==> config.mk <==
export PLATFORM = sky130hd
export DESIGN_NAME = pwm_servo_driver
export DESIGN_NICKNAME = d
export VERILOG_FILES = /design/src/rtl/pwm_servo_driver.sv
export SDC_FILE = /design/constraint.sdc
export NUM_CORES = 1
export LEC_CHECK = 0
export ABC_AREA = 1
export BUFFER_PORTS_ARGS = -buffer_cell sky130_fd_sc_hd__buf_2
export CAP_MARGIN = 10
export CORE_AREA = 4 4 69 71
export CTS_BUF_LIST = sky130_fd_sc_hd__clkbuf_4
export DETAILED_ROUTE_END_ITERATION = 8
export DIE_AREA = 0 0 73 75
export GPL_TIMING_DRIVEN = 1
export PLACE_DENSITY = 0.71
export SYNTH_ARGS = -nofsm -noshare
export SYNTH_HDL_FRONTEND = slang
export SYNTH_SLANG_ARGS = --single-unit
==> constraint.sdc <==
create_clock -name clk -period 1.8 [get_ports clk]
set_clock_uncertainty 0.1 [all_clocks]
set_input_delay 0.36 -clock clk [delete_from_list [all_inputs] [get_ports clk]]
set_output_delay 0.36 -clock clk [all_outputs]
set_load 0.01 [all_outputs]
==> src/rtl/pwm_servo_driver.sv <==
// Sign-magnitude PWM driver for an H-bridge: signed controller word in, pwm/in1/in2 out.
// Latency: a sample captured by en reaches the outputs at the next period wrap; all outputs registered.
// Backpressure: none; en is a one-cycle strobe and is never stalled.
`timescale 1ns/1ps
module pwm_servo_driver #(
    parameter int cant_bits = 13,
    parameter int PWM_BITS  = 10,
    parameter int DEAD      = 16
) (
    input  logic                        clk,
    input  logic                        rst,
    input  logic                        en,
    input  logic signed [cant_bits-1:0] salida,
    output logic                        pwm,
    output logic                        in1,
    output logic                        in2,
    output logic                        period_end
);

    localparam int MAG_BITS = cant_bits - 1;

    localparam logic [PWM_BITS-1:0] CNT_MAX   = '1;
    localparam logic [PWM_BITS-1:0] CNT_ARM   = PWM_BITS'((2 ** PWM_BITS) - 2);
    localparam logic [PWM_BITS-1:0] DEAD_LAST = PWM_BITS'(DEAD - 1);

    typedef enum logic [1:0] {
        ST_COAST = 2'd0,
        ST_FWD   = 2'd1,
        ST_REV   = 2'd2,
        ST_DEAD  = 2'd3
    } state_t;

    state_t                        state;
    state_t                        state_nxt;
    state_t                        target;
    state_t                        target_now;

    logic [PWM_BITS-1:0]           cnt;
    logic signed [cant_bits-1:0]   shadow;
    logic [MAG_BITS-1:0]           mag;
    logic [PWM_BITS-1:0]           duty;
    logic [PWM_BITS-1:0]           active_duty;
    logic                          wrap;
    logic                          dead_done;
    logic                          pwm_nxt;
    logic                          in1_nxt;
    logic                          in2_nxt;

    assign wrap      = (cnt == CNT_MAX);
    assign dead_done = (cnt == DEAD_LAST);

    // |u| in MAG_BITS; the most negative code has no positive twin and saturates to all ones.
    always_comb begin
        mag = shadow[MAG_BITS-1:0];
        if (shadow[cant_bits-1]) begin
            if (shadow[MAG_BITS-1:0] == '0) begin
                mag = '1;
            end else begin
                mag = ~shadow[MAG_BITS-1:0] + 1'b1;
            end
        end
    end

    assign duty = mag[MAG_BITS-1 -: PWM_BITS];

    always_comb begin
        target_now = ST_COAST;
        if (shadow[cant_bits-1]) begin
            target_now = ST_REV;
        end else if (shadow != '0) begin
            target_now = ST_FWD;
        end
    end

    always_ff @(posedge clk) begin
        if (rst) begin
            state <= ST_COAST;
        end else begin
            state <= state_nxt;
        end
    end

    always_comb begin
        state_nxt = state;
        unique case (state)
            ST_COAST: begin
                if (wrap) state_nxt = target_now;
            end
            ST_FWD: begin
                if (wrap) state_nxt = (target_now == ST_REV) ? ST_DEAD : target_now;
            end
            ST_REV: begin
                if (wrap) state_nxt = (target_now == ST_FWD) ? ST_DEAD : target_now;
            end
            ST_DEAD: begin
                if (dead_done) state_nxt = target;
            end
            default: state_nxt = ST_COAST;
        endcase

        // Leg selects follow the state they will sit in; pwm lags the current state by a cycle,
        // so a leg is always selected before its pwm can rise and released no later than pwm falls.
        in1_nxt = (state_nxt == ST_FWD);
        in2_nxt = (state_nxt == ST_REV);
        pwm_nxt = ((state == ST_FWD) || (state == ST_REV)) && (cnt < active_duty);
    end

    always_ff @(posedge clk) begin
        if (rst) begin
            cnt         <= '0;
            shadow      <= '0;
            active_duty <= '0;
            target      <= ST_COAST;
            pwm         <= 1'b0;
            in1         <= 1'b0;
            in2         <= 1'b0;
            period_end  <= 1'b0;
        end else begin
            cnt        <= cnt + 1'b1;
            pwm        <= pwm_nxt;
            in1        <= in1_nxt;
            in2        <= in2_nxt;
            period_end <= (cnt == CNT_ARM);
            if (en) begin
                shadow <= salida;
            end
            // Duty and direction use the shadow value from before this edge.
            if (wrap) begin
                active_duty <= duty;
                target      <= target_now;
            end
        end
    end

endmodule

# After elaboration in Yosys (flattened, before gate mapping)
# Index checks and enable logic that the tools add are counted.
[op_classes]
add_sub_neg = 2
n_lt_le_gt_ge = 1
n_eq_ne = 10
n_mux = 11
bitwise_logic = 1
reduce_logical = 5
[op_table]
columns = ["cell", "count"]
rows = [
  ["12-bit 2-to-1 mux", 2],
  ["10-bit == test (second input constant)", 2],
  ["2-bit 2-to-1 mux", 7],
  ["13-bit nonzero test", 1],
  ["12-bit by 1-bit adder with 12-bit output (second input constant)", 1],
  ["12-bit zero test", 1],
  ["12-bit NOT", 1],
  ["10-bit by 1-bit adder with 10-bit output (second input constant)", 1],
  ["10-bit by 4-bit == test with 1-bit output (second input constant)", 1],
  ["10-bit less-than comparator", 1],
  ["2-bit == test (second input constant)", 4],
  ["2-bit case mux with 4 select lines", 1],
  ["2-bit by 1-bit == test with 1-bit output (second input constant)", 3],
  ["2-bit zero test", 1],
  ["1-bit logical AND", 1],
  ["1-bit logical OR", 1],
  ["1-bit 2-to-1 mux", 1],
]
[totals]
ff_bits = 41
inputBits = 16

# Depth between registers and ports, before layout
[logic_depth]
depth_word = 8
depth_mapped = 13
depth_no_buf = 13

# Least setup slack after synthesis
# Ideal clock, no wire load.
[synth_path]
kind = "flip-flop to flip-flop"
start = "register cnt[1]"
end = "register active_duty[8]"
setup_ns = 0.117
arrival_time_ns = 1.391
slack_ns = 0.192
stages_incl_launch_ff = 9
n_path_buf = 0
cell_sequence = "dfxtp_1 ha_1 inv_1 nor2_4 nand3_4 a31oi_4 o21ai_2 a21oi_2 nor2_1"
[synth_between]
elab_chain_cells = 1
[synth_rtl]
columns = ["item", "line", "rtl"]
rows = [
  ["start: declaration", "38", "logic [PWM_BITS-1:0] cnt;"],
  ["start signal: assignment", "119", "cnt <= cnt + 1'b1;"],
  ["10-bit == test", "49", "assign wrap = (cnt == CNT_MAX);"],
  ["end signal: assignment", "129", "active_duty <= duty;"],
  ["end: declaration", "42", "logic [PWM_BITS-1:0] active_duty;"],
]
# No other way between the ends.
# A chain may end at the register's enable or synchronous reset.

# Final worst setup path
[layout_path]
start = "register cnt[0]"
end = "register active_duty[4]"
# Same word-level chain as after synthesis.

==> summary.txt <==
Synth
  • Largest area contributor in the netlist: dfxtp_1
  • Post-Synthesis Cells: 290
  • Count of flip-flops with a built-in enable after synthesis: 0
  • Top_reg_cell synth: dfxtp_1
  • Top area cells in the synthesized netlist: dfxtp_1 38%, ha_1 8.7%, nand2_1 8.3%, o21ai_0 6.9%, inv_1 6.3%
  • Cell with the most instances after synthesis: nand2_1
  • Proportion of register bits with asynchronous set or reset after synthesis: 0
  • Unique cell type count in the Yosys netlist: 36
  • Count of warnings emitted by yosys: 0
  • Total of flip-flops plus latches after synthesis: 41
  • Post-synth net total: 321
  • Portion of synthesized cell area occupied by the leading cell type: 0.380
  • Mean post-synth cell area: 7.46 µm²
  • Post-synthesis sequential area ratio: 0.380
  • Most used standard cells in the synthesized netlist: 48 x nand2_1, 41 x dfxtp_1, 36 x inv_1, 36 x nor2_1, 30 x o21ai_0
  • Post-synthesis instance area: roughly 2200 µm²

STA
  • Ratio of final minimum period to clock period: 0.936
  • Tmin final: 1680 ps
  • Number of pins exceeding their max-slew limit in the final report: 0
  • Final hold violation count: 0
  • Setup-violating endpoint count in the final report: 0
  • Worst hold slack: 120 ps
  • Relative slew slack: 0.660
  • Timing-limited maximum frequency: 0.594 GHz
  • Least-Margin Pin Slew: 509 ps
  • Fin worst setup slack: 115 ps

Global route
  • Total overflow reported by the global router: 0
  • First-pass GRT wire length: 7.40 mm
  • GRT Overall Usage: 0.173
  • Pin count of the biggest net entering global routing: 28
  • Antenna violations before repair: 0
  • Vias in the first global route: 1746

Detailed routing
  • Detailed-route wire length per cell: 11.1 µm
  • TritonRoute pass-1 iters: 4
  • Post-DRT Antenna Nets: 0
  • Vias per std cell: 5.03
  • Number of vias after detailed routing: 1851
  • DRC viols: 0
  • First-iteration detailed-routing DRC count: 97
  • Final wirelength: 4.10 mm

Placement
  • Total placed cells including tap cells: 358
  • Port Buf Inserts: 19
  • Instance area after placement: 2330 µm²
  • HPWL Detailed: 3.15 mm
  • Worst setup slack before clock tree synthesis: 2.02 ps
  • Final Wtd Congestion: around 0.91

Floorplan
  • Site row count: 24
  • Die X-Extent: around 73 µm
  • Floorplan die height: 75 µm
  • Starting Density: 0.511
  • Die ar.: 5480 µm²
  • Ports: 20
  • Core Box Area: 4230 µm²

Min path
  • Hold Crit Class: in -> reg
  • Startpoint of the most critical hold path: salida[0]

Finish
  • Area Growth Syn to Fin: 12.6%
  • Fin area: roughly 2400 µm²
  • Fin cells: 368
  • Net count of the finished layout: 346
  • Layout cell share with drive strength beyond 1: 0.190
  • # diodes: 0

Run
  • Count of maximum capacitance violations: 0

Clock tree
  • Worst skew pair latency: 350 ps
  • Clock tree from TritonCTS: yes
  • Hold Buf Count CTS: 0
  • Number of H-tree levels: 2
  • Clk pin slew, worst setup/hold paths: around 120 ps
  • Clock net sink count: 41
  • Clock Tree Buf Depth: 2
  • Root Buffer Master: clkbuf_4
  • Total CTS buffers: 5

Setup path
  • Crit path launch: cnt[0]
  • Data required time of the worst path: 1940 ps
  • Largest fanout on the critical path: 9
  • Cells along the critical path: ha_4 > inv_1 > nor2_4 > nand3_4 > buf_4 > a31oi_2 > a31oi_1
  • Worst path arrival time: 1820 ps
  • Slowest cell on crit path: dfxtp_2
  • FF-to-FF Start: cnt[0]
  • Endpoint class of the critical path: flip-flop
  • Critical path startpoint category: flip-flop
  • Type of the worst setup path: reg -> reg
  • Family with the most delay on the worst path: flip-flops
  • Slowest Stage Delay on Critical Path: 400 ps
  • WP buf/inv: 2

Power and ir drop
  • Max rail drop VDD: 474 µV
  • Areal power density over the cells: 667 nW/µm²
  • Pleak: about 1.1 nW

Run status
  • Status: completed
## per-layer routing
layer	vias to the layer above	track usage	part of all wire
met4	0	0.0717	0.014
li1	999	-	-
met2	37	0.300	0.47
met5	-	0	0
met3	4	0.0467	0.045
met1	811	0.202	0.47
## metrics by stage
| step | utilization | setup TNS (ps) | power (mW) |
|---|---|---|---|
| 6_report | 0.575 | 0 | 1.62 |
| 5_1_grt | 0.575 | -3.97 | 1.71 |
| 4_1_cts | 0.568 | 0 | 1.64 |
| 3_5_place_dp | 0.551 | 0 | 1.16 |
| 3_3_place_gp | 0.551 | 0 | 1.15 |
| 2_1_floorplan | - | 0 | 1.10 |
## cell families after synthesis
group           after synthesis  synth area share
simple gates                111             0.234
compound gates               71             0.191
buf+inv                      46            0.0845
flops                        41             0.380
fa+ha+maj                    15            0.0868
xor+xnor                      6            0.0243
## state kept, by name, indices dropped and copies added (netlist names)
register / count
shadow: 13
active_duty: 10
cnt: 10
state: 2
target: 2
in1: 1
in2: 1
period_end: 1
pwm: 1
## report_power, final
group          internal (mW)  total, mW  switching, mW
Sequential             0.935      0.962         0.0271
Combinational         0.0734      0.179          0.106
Clock                  0.168      0.482          0.315
## final cells by class
| type | instances | area [µm²] |
|---|---|---|
| clock inverter | 2 | 15.0 |
| inverter | 38 | 144 |
| clock buffer | 6 | 45.0 |
| sequential | 41 | 826 |
| tap | 52 | 65.1 |
| multi-input combinational | 204 | 1190 |
| timing repair buffer | 25 | 153 |
| fill | 409 | 1800 |
## worst reg2reg max path: cells and delay by family, from the launching register on
kind / cells / cell delay (ps)
flip-flops: 1 / 400
AO/OA/AOI/OAI: 2 / 390
AND/OR/NAND/NOR: 2 / 290
buffers and inverters: 2 / 240
adder cells (fa/ha/maj): 1 / 160
## worst paths after layout
check	endpoint	slack, ps	cells after the start
max	active_duty[4]	120	7
min	shadow[0]	120	3
min reg2reg	cnt[0]	370	1
max reg2reg	active_duty[4]	120	7
## cell usage in the layout, fill, tap and decap left out, drive strengths merged
cell type,instances
xor2,4
o31ai,1
a21oi,24
dfxtp,41
buf,25
o21bai,1
a211oi,1
or2,1
inv,37
a31oi,5
o21ai,34
nor4,1
nand3,11
clkinvlp,2
nand2,52
o22ai,1
nand3b,2
nor2,42
ha,15
o211ai,4
clkinv,1
xnor2,2
clkbuf,6
a21boi,1
nand4,2
## repair_timing
action | 4_1_cts | 5_1_grt
cloned | 1 | 0
setup endpoints to repair | 1 | 8
setup buffers | 0 | 1
pin swaps | 0 | 1
gates resized for setup | 0 | 7
(Power assumes the default switching activity.)
